### src/rtl/delay_chain_tdc.sv
// delay_chain_tdc - repeated launch/capture depth measurement across a chain of inverting stages.
// Reports the summed thermometer depth over a run and flags non-monotonic (bubble) codes.

module singlepath_1 (
  input  logic i_a,
  input  logic i_en,
  input  logic i_hold,
  output logic o_y
);
  assign o_y = ~(i_a & i_en) | i_hold;
endmodule

module delay_chain_tdc #(
  parameter int STAGES        = 5,
  parameter int SETTLE_CYCLES = 2,
  parameter int TRIALS_W      = 16,
  parameter int COUNT_W       = $clog2(STAGES + 1),
  parameter int ACC_W         = TRIALS_W + COUNT_W
) (
  input  logic                clk,
  input  logic                rst,
  input  logic                start,
  input  logic [TRIALS_W-1:0] trials,
  input  logic [STAGES-1:0]   capMask,
  output logic                busy,
  output logic                done,
  output logic [ACC_W-1:0]    resultSum,
  output logic [COUNT_W-1:0]  lastCount,
  output logic                bubbleErr
);
  localparam int SW = (SETTLE_CYCLES > 1) ? $clog2(SETTLE_CYCLES) : 1;

  typedef enum logic [2:0] {IDLE, LAUNCH, CAPTURE, EVAL, SETTLE, DONE} state_t;

  state_t                r_state, w_next;
  logic                  r_launch_lvl;
  logic [STAGES-1:0]     r_cap;
  logic [TRIALS_W-1:0]   r_trials;
  logic [TRIALS_W-1:0]   r_cnt;
  logic [SW-1:0]         r_settle;
  logic [ACC_W-1:0]      r_sum;
  logic [COUNT_W-1:0]    r_last;
  logic                  r_bubble;

  (* keep = "true" *) logic [STAGES-1:0] w_tap;
  logic [STAGES-1:0]     w_prop;
  logic [COUNT_W-1:0]    w_depth;
  logic                  w_bubble;
  logic                  w_seen_zero;
  logic [TRIALS_W-1:0]   w_cnt_inc;
  logic                  w_settle_last;

  genvar k;
  generate
    for (k = 0; k < STAGES; k++) begin : g_stage
      if (k == 0) begin : g_first
        singlepath_1 u_stage (.i_a(r_launch_lvl), .i_en(1'b1), .i_hold(1'b0), .o_y(w_tap[k]));
      end else begin : g_rest
        singlepath_1 u_stage (.i_a(w_tap[k-1]), .i_en(1'b1), .i_hold(1'b0), .o_y(w_tap[k]));
      end
    end
  endgenerate

  // Even-indexed taps settle to ~L, odd-indexed taps to L.
  always_comb begin
    w_prop      = '0;
    w_depth     = '0;
    w_bubble    = 1'b0;
    w_seen_zero = 1'b0;
    for (int i = 0; i < STAGES; i++) begin
      w_prop[i] = ~(r_cap[i] ^ capMask[i] ^ r_launch_lvl ^ ((i % 2) == 0));
      if (!w_prop[i]) begin
        w_seen_zero = 1'b1;
      end else if (w_seen_zero) begin
        w_bubble = 1'b1;
      end else begin
        w_depth = w_depth + COUNT_W'(1);
      end
    end
  end

  assign w_cnt_inc     = r_cnt + TRIALS_W'(1);
  assign w_settle_last = (r_settle == SW'(SETTLE_CYCLES - 1));

  always_comb begin
    w_next = r_state;
    case (r_state)
      IDLE:    if (start) w_next = (trials == '0) ? DONE : LAUNCH;
      LAUNCH:  w_next = CAPTURE;
      CAPTURE: w_next = EVAL;
      EVAL: begin
        if (SETTLE_CYCLES > 0)        w_next = SETTLE;
        else if (w_cnt_inc == r_trials) w_next = DONE;
        else                          w_next = LAUNCH;
      end
      SETTLE:  if (w_settle_last) w_next = (r_cnt == r_trials) ? DONE : LAUNCH;
      DONE:    w_next = IDLE;
      default: w_next = IDLE;
    endcase
  end

  always_ff @(posedge clk) begin
    if (rst) begin
      r_state <= IDLE;
    end else begin
      r_state <= w_next;
    end
  end

  always_ff @(posedge clk) begin
    if (rst) begin
      r_launch_lvl <= 1'b0;
      r_cap        <= '0;
      r_trials     <= '0;
      r_cnt        <= '0;
      r_settle     <= '0;
      r_sum        <= '0;
      r_last       <= '0;
      r_bubble     <= 1'b0;
    end else begin
      case (r_state)
        IDLE: if (start) begin
          r_trials <= trials;
          r_cnt    <= '0;
          r_sum    <= '0;
          r_last   <= '0;
          r_bubble <= 1'b0;
        end
        LAUNCH:  r_launch_lvl <= ~r_launch_lvl;
        CAPTURE: r_cap <= w_tap;
        EVAL: begin
          r_last   <= w_depth;
          r_sum    <= r_sum + ACC_W'(w_depth);
          r_bubble <= r_bubble | w_bubble;
          r_cnt    <= w_cnt_inc;
          r_settle <= '0;
        end
        SETTLE:  r_settle <= r_settle + SW'(1);
        default: ;
      endcase
    end
  end

  assign busy      = (r_state != IDLE);
  assign done      = (r_state == DONE);
  assign resultSum = r_sum;
  assign lastCount = r_last;
  assign bubbleErr = r_bubble;
endmodule

### config.mk
export PLATFORM = sky130hd
export DESIGN_NAME = delay_chain_tdc
export DESIGN_NICKNAME = d
export VERILOG_FILES = /design/src/rtl/delay_chain_tdc.sv
export SDC_FILE = /design/constraint.sdc
export NUM_CORES = 1
export LEC_CHECK = 0
export CAP_MARGIN = 10
export CORE_UTILIZATION = 35
export DETAILED_ROUTE_END_ITERATION = 6
export GPL_ROUTABILITY_DRIVEN = 1
export PLACE_DENSITY = 0.64
export SLEW_MARGIN = 20
export SYNTH_ARGS = -nofsm -noshare
export SYNTH_HDL_FRONTEND = slang
export SYNTH_HIERARCHICAL = 1
export SYNTH_SLANG_ARGS = --single-unit
### constraint.sdc
create_clock -name clk -period 4.2 [get_ports clk]
set_input_delay 1.05 -clock clk [delete_from_list [all_inputs] [get_ports clk]]
set_output_delay 1.05 -clock clk [all_outputs]
set_load 0.02 [all_outputs]
==> out/qor.txt, run 1 <==
Vias in the first global route: 2942
Layout cell share with drive strength beyond 1: 0.135
Post-synth top area cell: dfxtp_1
Io pins: 49
Startpoint types: input pin
Switching Power: 461 µW
Die Ht: 102 µm
Sw frac: 0.313
Layout Skew: 0.0118 ns
CTS buffer count: 9
Clock Path Buffers: 2
Comb pwr share: 0.196
Min cycle time layout: 3.99 ns
Register area share after synthesis: 0.373
Reg power frac: 0.456
Highest clock rate: 0.251 GHz
Crit path capture type: flip-flop
# H-tree levels: 3
Post-synthesis cell count: 437
Fill cells: 974
Largest net degree at the start of global routing: 42
Syn_area_per_cell: 7.98 µm²
Final setup violation count: 0
Core ar.: 9730 µm²
Synth top cells by count: dfxtp_1 (65), nand2_1 (65), nor2_1 (46)
Outcome: complete, no violations
CTS tree: done
Initial DRC Count: 149
Clk root buf: clkbuf_8
Vias: 3283
Post-route insts no fill: 638
LEAKAGE: 0.00159 µW
WL/cell: 13.4 µm
Drt pass-1 iters: 4
Final Max Slew Viols: 0
Clock power share: 0.348
Internal power: 1010 µW
CTS Hold Bufs: 0
Fin Setup TNS: 0 ns
# port buffers: 48
Ant diodes: 0
DP Cell Count: 617
Crit Path Category: input pin to flip-flop
Antenna Violating Nets Remaining: 0
FP Rows: 36
Clock latency on the worst-skew pair: 0.36 ns
Total gr overflow: 0
Min-delay worst type: flip-flop to flip-flop
First-pass GRT wire length: 13.9 mm
Drt via density: 5.15
PD cells: 327 nW/µm²
GRT Overall Usage: 0.170
Initial antenna violation count: 0
Top post-synthesis cells by area: dfxtp_1 (37%), nand2_1 (7.0%), a21oi_1 (6.0%)
Die width: 102 µm
Period utilisation layout: 0.949
Critical Path AT: 4.28 ns
Post-Route WL: 8.55 mm
Final Hold Viols: 0
Crit path max fanout: 6
Syn. warnings: 6
Asr flop ratio synth: 0
Worst vdd ir: 0.130 mV
Die area: 10400 µm²
Top FF cell, synth: dfxtp_1
Synth Cell Area: 3490 µm²
Count of different cell masters after synthesis: 52
Layout overhead on the synthesized area: 29.4%
Max-slew headroom: 0.500
Dpl hpwl: 5.76 mm
Final nets: 531
Max Cap Viol: 0
Initial Utilization: 0.358
Worst-path clk slew: 0.08 ns
Worst endpoint required time: 4.50 ns
Worst Tran Pin Value: 0.751 ns
GPL Wtd Cong: 0.887
DRC Markers: 0
Post-synth EDFFs: 0
Top-area cell type share of the netlist area: 0.373
Clk sink count: 65
Yosys reg bits: 65
## layout make-up
type / instances / area, µm² / area share
multi-input combinational: 347 / 2200 / 0.487
sequential: 65 / 1300 / 0.288
timing repair buffer: 69 / 629 / 0.139
tap: 133 / 166 / 0.0369
clock buffer: 10 / 138 / 0.0305
clock inverter: 6 / 48.8 / 0.0108
inverter: 8 / 30.0 / 0.00666
## worst max-delay path, stage by stage
cell and delay (ns):
clkdlybuf4s50_1 0.54, xor2_2 0.23, and3_1 0.21, nor2_1 0.06
nor2_1 0.09, nor2_1 0.05, ha_1 0.27, mux2i_1 0.12
o21ai_1 0.11, and2_4 0.18, ha_1 0.26, a21o_1 0.17
a21oi_1 0.26, buf_4 0.24, nor3_1 0.08, mux2_2 0.28
nor2_1 0.08
## power by group through the flow
stage	sequential (µW)	combinational [µW]	clock [µW]
global route	676	324	552
global placement	684	266	0
finish	672	289	514
CTS	671	278	526
floorplan	671	189	0
detailed placement	685	273	0
## placed cells by master, fill, tap and decap left out, types with 2 or more instances in the layout
cell / Yosys / final
nand2_1: 65 / 65
dfxtp_1: 65 / 65
nor2_1: 46 / 45
clkdlybuf4s50_1: 0 / 44
a21oi_1: 42 / 42
nand3_1: 22 / 22
buf_4: 0 / 20
xnor2_1: 22 / 19
nand4_1: 11 / 11
clkbuf_8: 0 / 10
conb_1: 2 / 10
or3_1: 9 / 9
nand3b_1: 9 / 9
mux2_2: 9 / 9
inv_1: 8 / 8
nor3_1: 8 / 8
mux2i_1: 7 / 7
nor4_1: 8 / 7
o21ai_0: 7 / 6
and3_1: 6 / 6
ha_1: 6 / 6
o211ai_1: 5 / 5
or4_1: 5 / 5
o311ai_0: 4 / 4
a311oi_1: 4 / 4
xor2_1: 6 / 3
xor2_2: 0 / 3
clkinvlp_4: 0 / 3
inv_6: 0 / 3
xnor2_2: 0 / 2
nor2_2: 1 / 2
and3b_1: 2 / 2
a21o_1: 2 / 2
a211oi_1: 2 / 2
o31ai_1: 2 / 2
nor2b_1: 2 / 2
o41ai_1: 2 / 2
clkbuf_2: 0 / 2
## what timing repair did
item | 4_1_cts | 5_1_grt
endpoints found under the setup margin | 14 | 14
setup buffers | 2 | 2
resized for setup | 6 | 16
cloned | 0 | 1
pin swaps | 3 | 5
## state kept, by name, summed over array words and instances, names as in the netlist
signal,count
resultSum,19
lastCount,3
bubbleErr,1
r_cap,5
r_settle,1
r_state,3
r_cnt,16
r_launch_lvl,1
r_trials,16
## routing by layer
layer,track usage,vias up,share of wire
li1,-,1667,-
met5,0,-,0
met2,0.277,60,0.48
met1,0.222,1542,0.47
met3,0.0349,14,0.037
met4,0.0659,0,0.018
## cells by family (layout without fill, tap and decap cells)
| family | Yosys count | count (layout) | share of synthesized area |
|---|---|---|---|
| fa+ha+maj | 7 | 7 | 0.0273 |
| other cells | 2 | 10 | 0.00215 |
| xor+xnor | 29 | 29 | 0.0768 |
| simple gates | 208 | 208 | 0.297 |
| mux | 16 | 16 | 0.0492 |
| flops | 65 | 65 | 0.373 |
| buf+inv | 33 | 93 | 0.0370 |
| compound gates | 77 | 77 | 0.137 |
## metrics by stage
step / total power [µW] / area, µm² / hold slack [ns] / utilization / setup slack, ns
floorplan: 860 / 3540 / 0.448 / - / 0.00290
global placement: 949 / 4210 / 0.461 / 0.432 / -0.479
detailed placement: 958 / 4210 / 0.462 / 0.432 / -0.636
CTS: 1470 / 4420 / 0.473 / 0.454 / -0.00163
global route: 1550 / 4510 / 0.495 / 0.464 / -0.00942
finish: 1470 / 4510 / 0.469 / 0.464 / 0.212
## path summary, 6_finish.rpt
check	start	end	slack, ns	cells past startpoint
max	capMask[3]	resultSum[11]	0.21	17
min	lastCount[1]	lastCount[1]	0.47	2
max reg2reg	r_cap[0]	resultSum[11]	0.66	18
min reg2reg	lastCount[1]	lastCount[1]	0.47	2
No activity file was read; power rests on OpenSTA's default activity.
==> inputs of run 2 (changes only) <==
--- a/config.mk
+++ b/config.mk
@@ -7,6 +7,7 @@
 export LEC_CHECK = 0
 export CAP_MARGIN = 10
 export CORE_UTILIZATION = 35
+export CTS_CLUSTER_SIZE = 10
 export DETAILED_ROUTE_END_ITERATION = 6
 export GPL_ROUTABILITY_DRIVEN = 1
 export PLACE_DENSITY = 0.64
==> results of run 2 <==
Same layout as run 1: the final DEF is identical, and so are final timing and power.
